[src/rtl/pg_uart_loader.sv]
// UART program downloader: receives a framed 8N1 image and writes 16-bit words
// into the PG slave port of the program RAM, holding the CPU in reset meanwhile.
module pg_uart_loader #(
    parameter int unsigned CLKS_PER_BIT = 87,
    parameter int unsigned TIMEOUT_CYC  = 1000000,
    parameter logic [7:0]  SYNC_BYTE    = 8'hA5
) (
    input  logic        pg_clk_i,
    input  logic        pg_rst_i,
    input  logic        uart_rx_i,
    output logic        pg_wen_o,
    output logic [15:0] pg_din_o,
    output logic [15:0] pg_adr_o,
    output logic        pg_done_o,
    output logic        pg_rst_o,
    output logic        pg_err_o
);

    localparam int unsigned CW = $clog2(CLKS_PER_BIT + 1);
    localparam int unsigned TW = $clog2(TIMEOUT_CYC + 1);
    localparam logic [CW-1:0] BIT_END  = CW'(CLKS_PER_BIT - 1);
    localparam logic [CW-1:0] HALF_BIT = CW'((CLKS_PER_BIT - 1) / 2);
    localparam logic [TW-1:0] TMO_END  = TW'(TIMEOUT_CYC - 1);

    typedef enum logic [1:0] {RX_IDLE, RX_START, RX_DATA, RX_STOP} rx_state_t;
    typedef enum logic [2:0] {IDLE, CNT_LO, CNT_HI, DATA_LO, DATA_HI, CSUM} state_t;

    // ---------------- UART receiver ----------------
    logic            sync1_q, sync2_q, prev_q;
    rx_state_t       rx_st_q, rx_st_d;
    logic [CW-1:0]   clk_cnt_q, clk_cnt_d;
    logic [2:0]      bit_cnt_q, bit_cnt_d;
    logic [7:0]      shreg_q, shreg_d;
    logic            rx_valid, frame_err;

    always_ff @(posedge pg_clk_i) begin
        if (pg_rst_i) begin
            sync1_q   <= 1'b1;
            sync2_q   <= 1'b1;
            prev_q    <= 1'b1;
            rx_st_q   <= RX_IDLE;
            clk_cnt_q <= '0;
            bit_cnt_q <= '0;
            shreg_q   <= '0;
        end else begin
            sync1_q   <= uart_rx_i;
            sync2_q   <= sync1_q;
            prev_q    <= sync2_q;
            rx_st_q   <= rx_st_d;
            clk_cnt_q <= clk_cnt_d;
            bit_cnt_q <= bit_cnt_d;
            shreg_q   <= shreg_d;
        end
    end

    always_comb begin
        rx_st_d   = rx_st_q;
        clk_cnt_d = clk_cnt_q + 1'b1;
        bit_cnt_d = bit_cnt_q;
        shreg_d   = shreg_q;
        rx_valid  = 1'b0;
        frame_err = 1'b0;
        case (rx_st_q)
            RX_IDLE: begin
                clk_cnt_d = '0;
                if (prev_q && !sync2_q) rx_st_d = RX_START;
            end
            RX_START: begin
                // A line that is high again at mid-start-bit was only a glitch
                if (clk_cnt_q == HALF_BIT) begin
                    clk_cnt_d = '0;
                    bit_cnt_d = '0;
                    rx_st_d   = sync2_q ? RX_IDLE : RX_DATA;
                end
            end
            RX_DATA: begin
                if (clk_cnt_q == BIT_END) begin
                    clk_cnt_d = '0;
                    shreg_d   = {sync2_q, shreg_q[7:1]};
                    bit_cnt_d = bit_cnt_q + 1'b1;
                    if (bit_cnt_q == 3'd7) rx_st_d = RX_STOP;
                end
            end
            RX_STOP: begin
                if (clk_cnt_q == BIT_END) begin
                    clk_cnt_d = '0;
                    rx_valid  = sync2_q;
                    frame_err = !sync2_q;
                    rx_st_d   = RX_IDLE;
                end
            end
            default: rx_st_d = RX_IDLE;
        endcase
    end

    // ---------------- Frame FSM ----------------
    state_t          st_q, st_d;
    logic [15:0]     cnt_q, cnt_d, addr_q, addr_d;
    logic [7:0]      sum_q, sum_d, lo_q, lo_d;
    logic            wen_q, wen_d, done_q, done_d, err_q, err_d, hold_q, hold_d;
    logic [15:0]     din_q, din_d, adr_q, adr_d;
    logic [TW-1:0]   tmo_q, tmo_d;

    always_ff @(posedge pg_clk_i) begin
        if (pg_rst_i) begin
            st_q   <= IDLE;
            cnt_q  <= '0;
            addr_q <= '0;
            sum_q  <= '0;
            lo_q   <= '0;
            wen_q  <= 1'b0;
            din_q  <= '0;
            adr_q  <= '0;
            done_q <= 1'b0;
            err_q  <= 1'b0;
            hold_q <= 1'b0;
            tmo_q  <= '0;
        end else begin
            st_q   <= st_d;
            cnt_q  <= cnt_d;
            addr_q <= addr_d;
            sum_q  <= sum_d;
            lo_q   <= lo_d;
            wen_q  <= wen_d;
            din_q  <= din_d;
            adr_q  <= adr_d;
            done_q <= done_d;
            err_q  <= err_d;
            hold_q <= hold_d;
            tmo_q  <= tmo_d;
        end
    end

    always_comb begin
        st_d   = st_q;
        cnt_d  = cnt_q;
        addr_d = addr_q;
        sum_d  = sum_q;
        lo_d   = lo_q;
        wen_d  = 1'b0;
        din_d  = din_q;
        adr_d  = adr_q;
        done_d = done_q;
        err_d  = err_q;
        hold_d = hold_q;
        tmo_d  = (st_q == IDLE || rx_valid) ? '0 : tmo_q + 1'b1;

        if (st_q != IDLE && (frame_err || (!rx_valid && tmo_q == TMO_END))) begin
            st_d   = IDLE;
            err_d  = 1'b1;
            hold_d = 1'b0;
        end else if (rx_valid) begin
            case (st_q)
                IDLE: begin
                    if (shreg_q == SYNC_BYTE) begin
                        st_d   = CNT_LO;
                        done_d = 1'b0;
                        err_d  = 1'b0;
                        hold_d = 1'b1;
                        addr_d = '0;
                        sum_d  = '0;
                    end
                end
                CNT_LO: begin
                    cnt_d = {8'h00, shreg_q};
                    sum_d = sum_q + shreg_q;
                    st_d  = CNT_HI;
                end
                CNT_HI: begin
                    cnt_d = {shreg_q, cnt_q[7:0]};
                    sum_d = sum_q + shreg_q;
                    st_d  = ({shreg_q, cnt_q[7:0]} == 16'd0) ? CSUM : DATA_LO;
                end
                DATA_LO: begin
                    lo_d  = shreg_q;
                    sum_d = sum_q + shreg_q;
                    st_d  = DATA_HI;
                end
                DATA_HI: begin
                    sum_d  = sum_q + shreg_q;
                    wen_d  = 1'b1;
                    din_d  = {shreg_q, lo_q};
                    adr_d  = addr_q;
                    addr_d = addr_q + 16'd1;
                    cnt_d  = cnt_q - 16'd1;
                    st_d   = (cnt_q == 16'd1) ? CSUM : DATA_LO;
                end
                CSUM: begin
                    done_d = (shreg_q == sum_q);
                    err_d  = (shreg_q != sum_q);
                    hold_d = 1'b0;
                    st_d   = IDLE;
                end
                default: st_d = IDLE;
            endcase
        end
    end

    assign pg_wen_o  = wen_q;
    assign pg_din_o  = din_q;
    assign pg_adr_o  = adr_q;
    assign pg_done_o = done_q;
    assign pg_err_o  = err_q;
    // Hold-reset releases combinationally so the CPU is freed in the reset cycle itself
    assign pg_rst_o  = hold_q & ~pg_rst_i;

endmodule

[config.mk]
export PLATFORM = sky130hd
export DESIGN_NAME = pg_uart_loader
export DESIGN_NICKNAME = d
export VERILOG_FILES = /design/src/rtl/pg_uart_loader.sv
export SDC_FILE = /design/constraint.sdc
export NUM_CORES = 1
export LEC_CHECK = 0
export ABC_AREA = 1
export BUFFER_PORTS_ARGS = -buffer_cell sky130_fd_sc_hd__buf_2
export CAP_MARGIN = 20
export CORE_ASPECT_RATIO = 1.5
export CORE_MARGIN = 4
export CORE_UTILIZATION = 46
export CTS_CLUSTER_SIZE = 16
export DETAILED_ROUTE_END_ITERATION = 10
export HOLD_SLACK_MARGIN = 0.05
export PLACE_DENSITY = 0.61
export SLEW_MARGIN = 20
export SYNTH_ARGS = -nofsm -noshare
export SYNTH_HDL_FRONTEND = slang
export SYNTH_SLANG_ARGS = --single-unit
[constraint.sdc]
create_clock -name pg_clk_i -period 2.7 [get_ports pg_clk_i]
set_input_delay 0.81 -clock pg_clk_i [delete_from_list [all_inputs] [get_ports pg_clk_i]]
set_output_delay 0.81 -clock pg_clk_i [all_outputs]
set_load 0.02 [all_outputs]
==> results.toml, run 1 <==
[power]
power_mw = 4.28
vdd_drop_max_v = 0.000317
p_leak_nw = 3.29
power_density_nw_per_um2 = 577

[clocking]
cts-resized-gates = 0
htree_levels = 4
postCtsHoldBufs = 0
cts_tree = "built"
cts_max_path_buffers = 2
postCtsSetupBuffers = 0
clock_latency_ns = 0.43
numClockSinks = 130
cts_root_buf = "clkbuf_16"
path_clk_slew_ns = 0.06
cts_inserted_buffers = 17

[placement]
hpwl_um = 11400
io_buffer_count = 38
dpl_worst_slack_ns = 0.647
gp_congestion = 0.828

[synthesis]
synth_top_area_share_pct = 40.1
synth-xor-area-share_pct = 2.57
avgSynthCellArea_um2 = 6.83
synth_ff_type = "dfxtp_1"
synth_area_leaders = "dfxtp_1 (40%), nand2_1 (11%), nor2_1 (8.6%)"
async_reset_ff_share_pct = 0
ys_types = 39
syn_area_um2 = 6480
yosysTopAreaCell = "dfxtp_1"
synth_top_family_by_area = "simple AND/OR/NAND/NOR gates"
synthesis.nets = 968
synth.most_common_cell = "nand2_1"
synthCells = 949
ys_ff_latch = 130
synth_fa_ha_area_share_pct = 3.20
synth-simple-area-share_pct = 31.9
synthMuxAreaShare_pct = 0
synth_edf_count = 0
ys_seq_area_share_pct = 40.1
ys_warn_count = 0
yosys-top-cells-count = "nand2_1 (195), nor2_1 (149), dfxtp_1 (130), inv_1 (108), a21oi_1 (83)"
synth_compound_area_share_pct = 13.7

[final_layout]
layout.nets = 1006
drive_gt1_share_pct = 10.5
utilization_pct = 54.2
area_delta_synth_final_pct = 14.3
nFillCells = 1402
n_antenna_cell = 0

[route]
wl_um = 15800
final_antenna_net_count = 0
wl_per_cell_um = 13.6
dr_total_vias = 5891
drc_errors = 0
vias_per_cell = 5.07
first_pass_iters = 5
drt_iter0_markers = 249

[sta]
fin_ws_ns = 0.622
min_period_over_period_pct = 77.0
clock.fmax_mhz = 481
fin_tns_setup_ns = 0
fin_hold_ws_ns = 0.444
max_slew.worst_pin.slew_ns = 0.710
hold_viol_final = 0
rsz0062_at_grt = "false"
min_period_ns = 2.08
slew_viol_final = 0
finClkSkew_ns = 0.00649
setup_viol = 0
relSlewSlack_pct = 52.3

[critical_path]
worstPathMaxFanout = 18
required_ns = 3.01
path_class = "flop to flop"
start_kind = "flop"
endpoint_kind = "flop"
crit_arrival_ns = 2.39

[floorplan]
row_count = 52
initial_core_util_pct = 47.5
core-area_um2 = 13700
die_y_um = 153
io_pins = 39
dieArea_um2 = 16100
die_w_um = 105

[global_routing]
grt_pass1_vias = 5585
grt_usage_pct = 20.1
overflow = 0
grt_max_degree = 42
grt_pass1_wl_um = 26400
grt_antenna_before_repair = 0

[min_path]
holdCritPathClass = "flop to flop"

[job]
drv_cap = 0

[status]
status = "complete, no violations"
worst paths after layout:
check,start,to,slack (ns),cells past startpoint
setup / recovery,st_q[2],cnt_q[4],0.62,7
setup reg to reg,st_q[2],cnt_q[4],0.62,7
hold / removal,tmo_q[0],tmo_q[0],0.44,1
hold reg to reg,tmo_q[0],tmo_q[0],0.44,1
state kept, by name, indices dropped and copies added, names as in the netlist, named ones only:
register	cells
hold_q	1
rx_st_q	1
cnt_q	16
pg_wen_o	1
lo_q	8
pg_din_o	16
pg_adr_o	16
clk_cnt_q	7
sync1_q	1
shreg_q	8
tmo_q	20
bit_cnt_q	3
st_q	3
pg_done_o	1
pg_err_o	1
sum_q	8
addr_q	16
prev_q	1
sync2_q	1
metal layers:
layer,global-route usage (%),part of all wire (%),vias up
met5,0,0,-
met4,9.69,2.8,0
met3,3.63,3.4,33
met2,35.3,51,94
met1,23.5,43,2623
li1,-,-,3141
worst max-delay path, stage by stage (launching register included):
cell	delay, ns
dfxtp_1	0.41
inv_1	0.21
nor2_4	0.07
buf_4	0.21
o21ai_1	0.59
inv_1	0.20
o21ai_0	0.21
nor2_1	0.06
kinds of logic (layout without fill, tap and decap cells):
group | Yosys count | after routing
AO/OA/AOI/OAI | 172 | 172
adder cells (fa/ha/maj) | 16 | 16
flip-flops | 130 | 130
AND/OR/NAND/NOR | 471 | 471
buffers and inverters | 141 | 192
XOR/XNOR | 19 | 19
cell type report:
class	count	area, µm²	share of cell area [%]
clock buffer	23	488	6.59
clock inverter	9	104	1.40
inverter	116	435	5.88
multi-input combinational	678	3330	44.9
sequential	130	2600	35.1
tap	162	203	2.74
timing repair buffer	44	248	3.34
placed cells by master, fill, tap and decap left out, drive strengths merged:
cell	instances
clkbuf	23
fa	1
bufinv	2
nand3	68
dfxtp	130
o211ai	2
inv	115
and3	1
o21a	2
o21ai	78
nand3b	1
xor2	16
nand2	201
nor2	157
a21o	1
buf	44
o22ai	4
clkinv	6
ha	15
a31oi	1
a21oi	83
xnor2	3
nor3	17
clkinvlp	2
a211oi	1
nor4	1
nor3b	2
nand4	18
or2	5
stage by stage:
step / instances / instance area, µm²
after floorplan: 949 / 6480
after global placement: 1130 / 6820
after detailed placement: 1130 / 6820
after CTS: 1162 / 7410
after global routing: 1162 / 7410
final: 1162 / 7410
power breakdown:
group,internal (mW),switching [mW]
Clock,1.45,0.850
Sequential,1.92,0.00328
Combinational,0.0132,0.0378
No activity file was read; power rests on OpenSTA's default activity.
==> run 2: changes to the inputs <==
==> constraint.sdc (replaced) <==
create_clock -name pg_clk_i -period 2 [get_ports pg_clk_i]
set_input_delay 0.6 -clock pg_clk_i [delete_from_list [all_inputs] [get_ports pg_clk_i]]
set_output_delay 0.6 -clock pg_clk_i [all_outputs]
set_load 0.02 [all_outputs]
==> results.toml, run 2 (synthesis results as in run 1) <==
[status]
status = "complete, no violations"

[final_layout]
nFillCells = 1369
n_antenna_cell = 0
utilization_pct = 55.4
drive_gt1_share_pct = 11.9
regMostFlops = "tmo_q"
largest_reg_flops = 20
fin_cells = 1172
layout_commonest_cell = "nand2_1"
layout.nets = 1016
final_cell_mix = "nand2_1 (195), nor2_1 (147), dfxtp_1 (130)"
area_delta_synth_final_pct = 16.7

[power]
p_leak_nw = 3.37
power_mw = 6.11
power_density_nw_per_um2 = 807
vdd_drop_max_v = 0.000648

[placement]
gp_congestion = 0.823
hpwl_um = 11600
io_buffer_count = 38
dpl_worst_slack_ns = 0.0570
dpl.cell_count = 1140

[route]
routed-wl-met3_um = 390
dr_total_vias = 5948
final_antenna_net_count = 0
top_layer_used = "met4"
wl_um = 15900
drt_iter0_markers = 202
wl_met2_um = 8290
wl_per_cell_um = 13.6
wl_met1_um = 6880
drc_errors = 0
vias_per_cell = 5.08
first_pass_iters = 7

[floorplan]
die_y_um = 153
core-area_um2 = 13700
io_pins = 39
row_count = 52
die_w_um = 105
dieArea_um2 = 16100
initial_core_util_pct = 47.5

[clocking]
cts_root_buf = "clkbuf_16"
cts_inserted_buffers = 17
numClockSinks = 130
path_clk_slew_ns = 0.06
clock_latency_ns = 0.42
cts_tree = "built"
htree_levels = 4
postCtsSetupBuffers = 0
cts_max_path_buffers = 2

[job]
drv_cap = 0

[critical_path]
endpoint_kind = "flop"
crit_arrival_ns = 2.21
path_class = "flop to flop"
worstPathMaxFanout = 12
start_kind = "flop"
required_ns = 2.32

[sta]
setup_viol = 0
fin_hold_ws_ns = 0.363
slew_viol_final = 0
hold_viol_final = 0
clock.fmax_mhz = 527
relSlewSlack_pct = 62.0
rsz0062_at_grt = "true"
min_period_over_period_pct = 94.9
max_slew.worst_pin.slew_ns = 0.565
finClkSkew_ns = 0.0101
min_period_ns = 1.90
fin_ws_ns = 0.102

[global_routing]
overflow = 0
grt_antenna_before_repair = 0
grt_pass1_vias = 5856
grt_usage_pct = 20.8
grt_max_degree = 59
grt_pass1_wl_um = 27600

[min_path]
holdCritPathClass = "primary input to flop"
## run 2: final timing paths
path,start,to,slack (ns),depth (start not counted)
worst max-delay path,clk_cnt_q[1],addr_q[10],0.10,10
worst min-delay path,uart_rx_i,sync1_q,0.36,2
worst max register to register,clk_cnt_q[1],addr_q[10],0.10,10
worst min register to register,sync1_q,sync2_q,0.40,1
## run 2: layout make-up
cell class              instances  area [µm²]  area share [%]
clock buffers                  17         425            5.62
repair buffers                 54         335            4.43
well taps                     162         203            2.68
flip-flops and latches        130        2600            34.4
multi-input cells             678        3340            44.1
inverters                     116         435            5.75
clock inverters                15         228            3.01
## run 2: worst max-delay path, stage by stage (launching register included)
cell and delay, ns:
dfxtp_1 0.36, ha_1 0.18, nand2_1 0.06, nor2_1 0.19, nand3_2 0.16, nor2_8 0.21
nand2_4 0.09, nor2_4 0.24, nand3_1 0.14, nor2_1 0.12, nor2_1 0.04
## run 2: routing by layer
metal	vias up	global-route usage (%)
li1	3168	-
met1	2672	24.2
met2	82	37.1
met3	26	4.01
met4	0	8.69
met5	-	0
## run 2: metrics by stage
step                      setup TNS, ns  cell area [µm²]
final                                 0             7570
after global routing            -0.0622             7570
after CTS                             0             7560
after detailed placement              0             6900
after global placement                0             6900
after floorplan                       0             6480
## run 2: timing repair
| item | in CTS | in global routing |
|---|---|---|
| gates resized for setup | 0 | 3 |
| hold buffers | 0 | 0 |
| setup endpoints to repair | 0 | 11 |
## run 2: power breakdown
group | switching [mW] | leakage (nW) | internal (mW)
clock | 1.21 | 0.315 | 2.22
combinational | 0.0544 | 2.01 | 0.0237
sequential | 0.00228 | 1.05 | 2.59
==> run 3: changes to the inputs <==
--- a/config.mk
+++ b/config.mk
@@ -5,7 +5,6 @@
 export SDC_FILE = /design/constraint.sdc
 export NUM_CORES = 1
 export LEC_CHECK = 0
-export ABC_AREA = 1
 export BUFFER_PORTS_ARGS = -buffer_cell sky130_fd_sc_hd__buf_2
 export CAP_MARGIN = 20
 export CORE_ASPECT_RATIO = 1.5
==> results.toml, run 3 <==
[status]
status = "complete, no violations"

[sta]
slew_viol_final = 0
rsz0062_at_grt = "true"
min_period_ns = 1.96
clock.fmax_mhz = 510
min_period_over_period_pct = 98.0
fin_tns_setup_ns = 0
max_slew.worst_pin.slew_ns = 0.556
setup_viol = 0
fin_ws_ns = 0.0395
finClkSkew_ns = 0.00754
relSlewSlack_pct = 62.9
hold_viol_final = 0

[synthesis]
synth.most_common_cell = "dfxtp_1"
synth_top_area_share_pct = 41.1
ys_warn_count = 0
synthesis.nets = 780
avgSynthCellArea_um2 = 8.32
synth_edf_count = 0
synthCells = 761
synth_area_leaders = "dfxtp_1 (41%), nand2_1 (7.1%), a21oi_1 (5.6%)"
async_reset_ff_share_pct = 0
ys_seq_area_share_pct = 41.1
yosys-top-cells-count = "dfxtp_1 (130), nand2_1 (120), nor2_1 (75), a21oi_1 (71), nand3_1 (28)"
synth_compound_area_share_pct = 17.2
ys_ff_latch = 130
synth_top_family_by_area = "simple AND/OR/NAND/NOR gates"
synth_fa_ha_area_share_pct = 3.28
syn_area_um2 = 6330
synth_ff_type = "dfxtp_1"
synthMuxAreaShare_pct = 1.42
yosysTopAreaCell = "dfxtp_1"
synth-xor-area-share_pct = 4.43
synth-simple-area-share_pct = 28.1
ys_types = 81

[final_layout]
regMostFlops = "tmo_q"
nFillCells = 1264
fin_cells = 1019
final_cell_mix = "dfxtp_1 (129), nand2_1 (120), nor2_1 (72)"
layout_commonest_cell = "dfxtp_1"
area_delta_synth_final_pct = 22.3
register_area_um2 = 2600
multi_input_area_um2 = 3540
largest_reg_flops = 20
utilization_pct = 57.5
drive_gt1_share_pct = 22.1
n_antenna_cell = 0
layout.nets = 863

[power]
power_mw = 5.63
vdd_drop_max_v = 0.000482
power_density_nw_per_um2 = 727
p_leak_nw = 2.91

[clocking]
cts_max_path_buffers = 2
numClockSinks = 130
htree_levels = 4
postCtsHoldBufs = 0
cts_tree = "built"
path_clk_slew_ns = 0.06
cts_inserted_buffers = 17
cts_root_buf = "clkbuf_16"
clock_latency_ns = 0.41

[critical_path]
start_kind = "flop"
cp_top_family = "simple AND/OR/NAND/NOR gates"
slowest_stage = "or4_4"
critPathLaunch = "shreg_q[1]"
required_ns = 2.30
worstPathMaxFanout = 5
crit_buf_inv = 0
crit_chain = "or4_4 -> o21a_1 -> nor2_2 -> nand2_1 -> a311o_1"
max_stage_delay_ns = 0.59
rr_startpoint = "shreg_q[1]"
crit_arrival_ns = 2.26
path_class = "flop to flop"
endpoint_kind = "flop"

[route]
first_pass_iters = 7
final_antenna_net_count = 0
vias_per_cell = 5.67
wl_um = 16200
drt_iter0_markers = 299
wl_per_cell_um = 15.9
drc_errors = 0
dr_total_vias = 5774

[job]
drv_cap = 0

[floorplan]
die_y_um = 152
io_pins = 39
dieArea_um2 = 15700
row_count = 52
core-area_um2 = 13500
initial_core_util_pct = 47.0
die_w_um = 104

[global_routing]
grt_pass1_vias = 5589
grt_use_met2_pct = 38.8
grt_antenna_before_repair = 0
use_met3_pct = 3.56
grt_max_degree = 42
grt_usage_pct = 20.8
grt-busiest-layer = "met2"
overflow = 0
grt_pass1_wl_um = 26700
grt_util_met1_pct = 22.5

[placement]
hpwl_um = 11800
gp_congestion = 0.924
io_buffer_count = 38
dpl.cell_count = 984
dpl_worst_slack_ns = -0.00345

[min_path]
hold_start = "uart_rx_i"
holdCritPathClass = "primary input to flop"
-- run 3: where the power goes --
| group | internal, mW | switching (mW) |
|---|---|---|
| combinational | 0.0199 | 0.0502 |
| sequential | 2.59 | 0.00253 |
| clock | 1.76 | 1.20 |
-- run 3: layout make-up --
cell class                 instances  area share [%]
clock buffer                      19            5.72
clock inverter                    13            1.63
inverter                          15           0.728
multi-input combinational        573            45.7
sequential                       130            33.6
tap                              162            2.62
timing repair buffer             107            9.94
-- run 3: kinds of logic after synthesis --
family                   after synthesis
AO/OA/AOI/OAI                        171
buffers and inverters                 58
multiplexers                           9
AND/OR/NAND/NOR                      345
flip-flops                           130
adder cells (fa/ha/maj)               16
XOR/XNOR                              32
-- run 3: timing repair --
action,CTS,global route
pin swaps,1,5
setup endpoints to repair,1,60
gates cloned,0,0
resized for setup,0,26
setup buffers,0,3
-- run 3: per-layer routing --
metal | part of all wire [%] | vias up
met5 | 0 | -
met4 | 3.2 | 0
met3 | 3.5 | 31
met2 | 53 | 127
met1 | 40 | 2730
li1 | - | 2886
-- run 3: stage by stage --
step / hold WS [ns] / area (µm²)
finish: 0.378 / 7740
CTS: 0.366 / 7620
floorplan: 0.389 / 6330
global placement: 0.395 / 7050
detailed placement: 0.399 / 7050
global route: 0.381 / 7740
-- run 3: worst paths after layout --
kind,to,slack (ns),cells past startpoint
max reg2reg,sum_q[7],0.04,5
min,sync1_q,0.38,2
max,sum_q[7],0.04,5
min reg2reg,sync2_q,0.41,1
-- run 3: worst reg2reg max path, cell delays in order (launching register included) --
cell and delay (ns):
dfxtp_1 0.37, or4_4 0.59, o21a_1 0.28, nor2_2 0.16, nand2_1 0.10, a311o_1 0.35
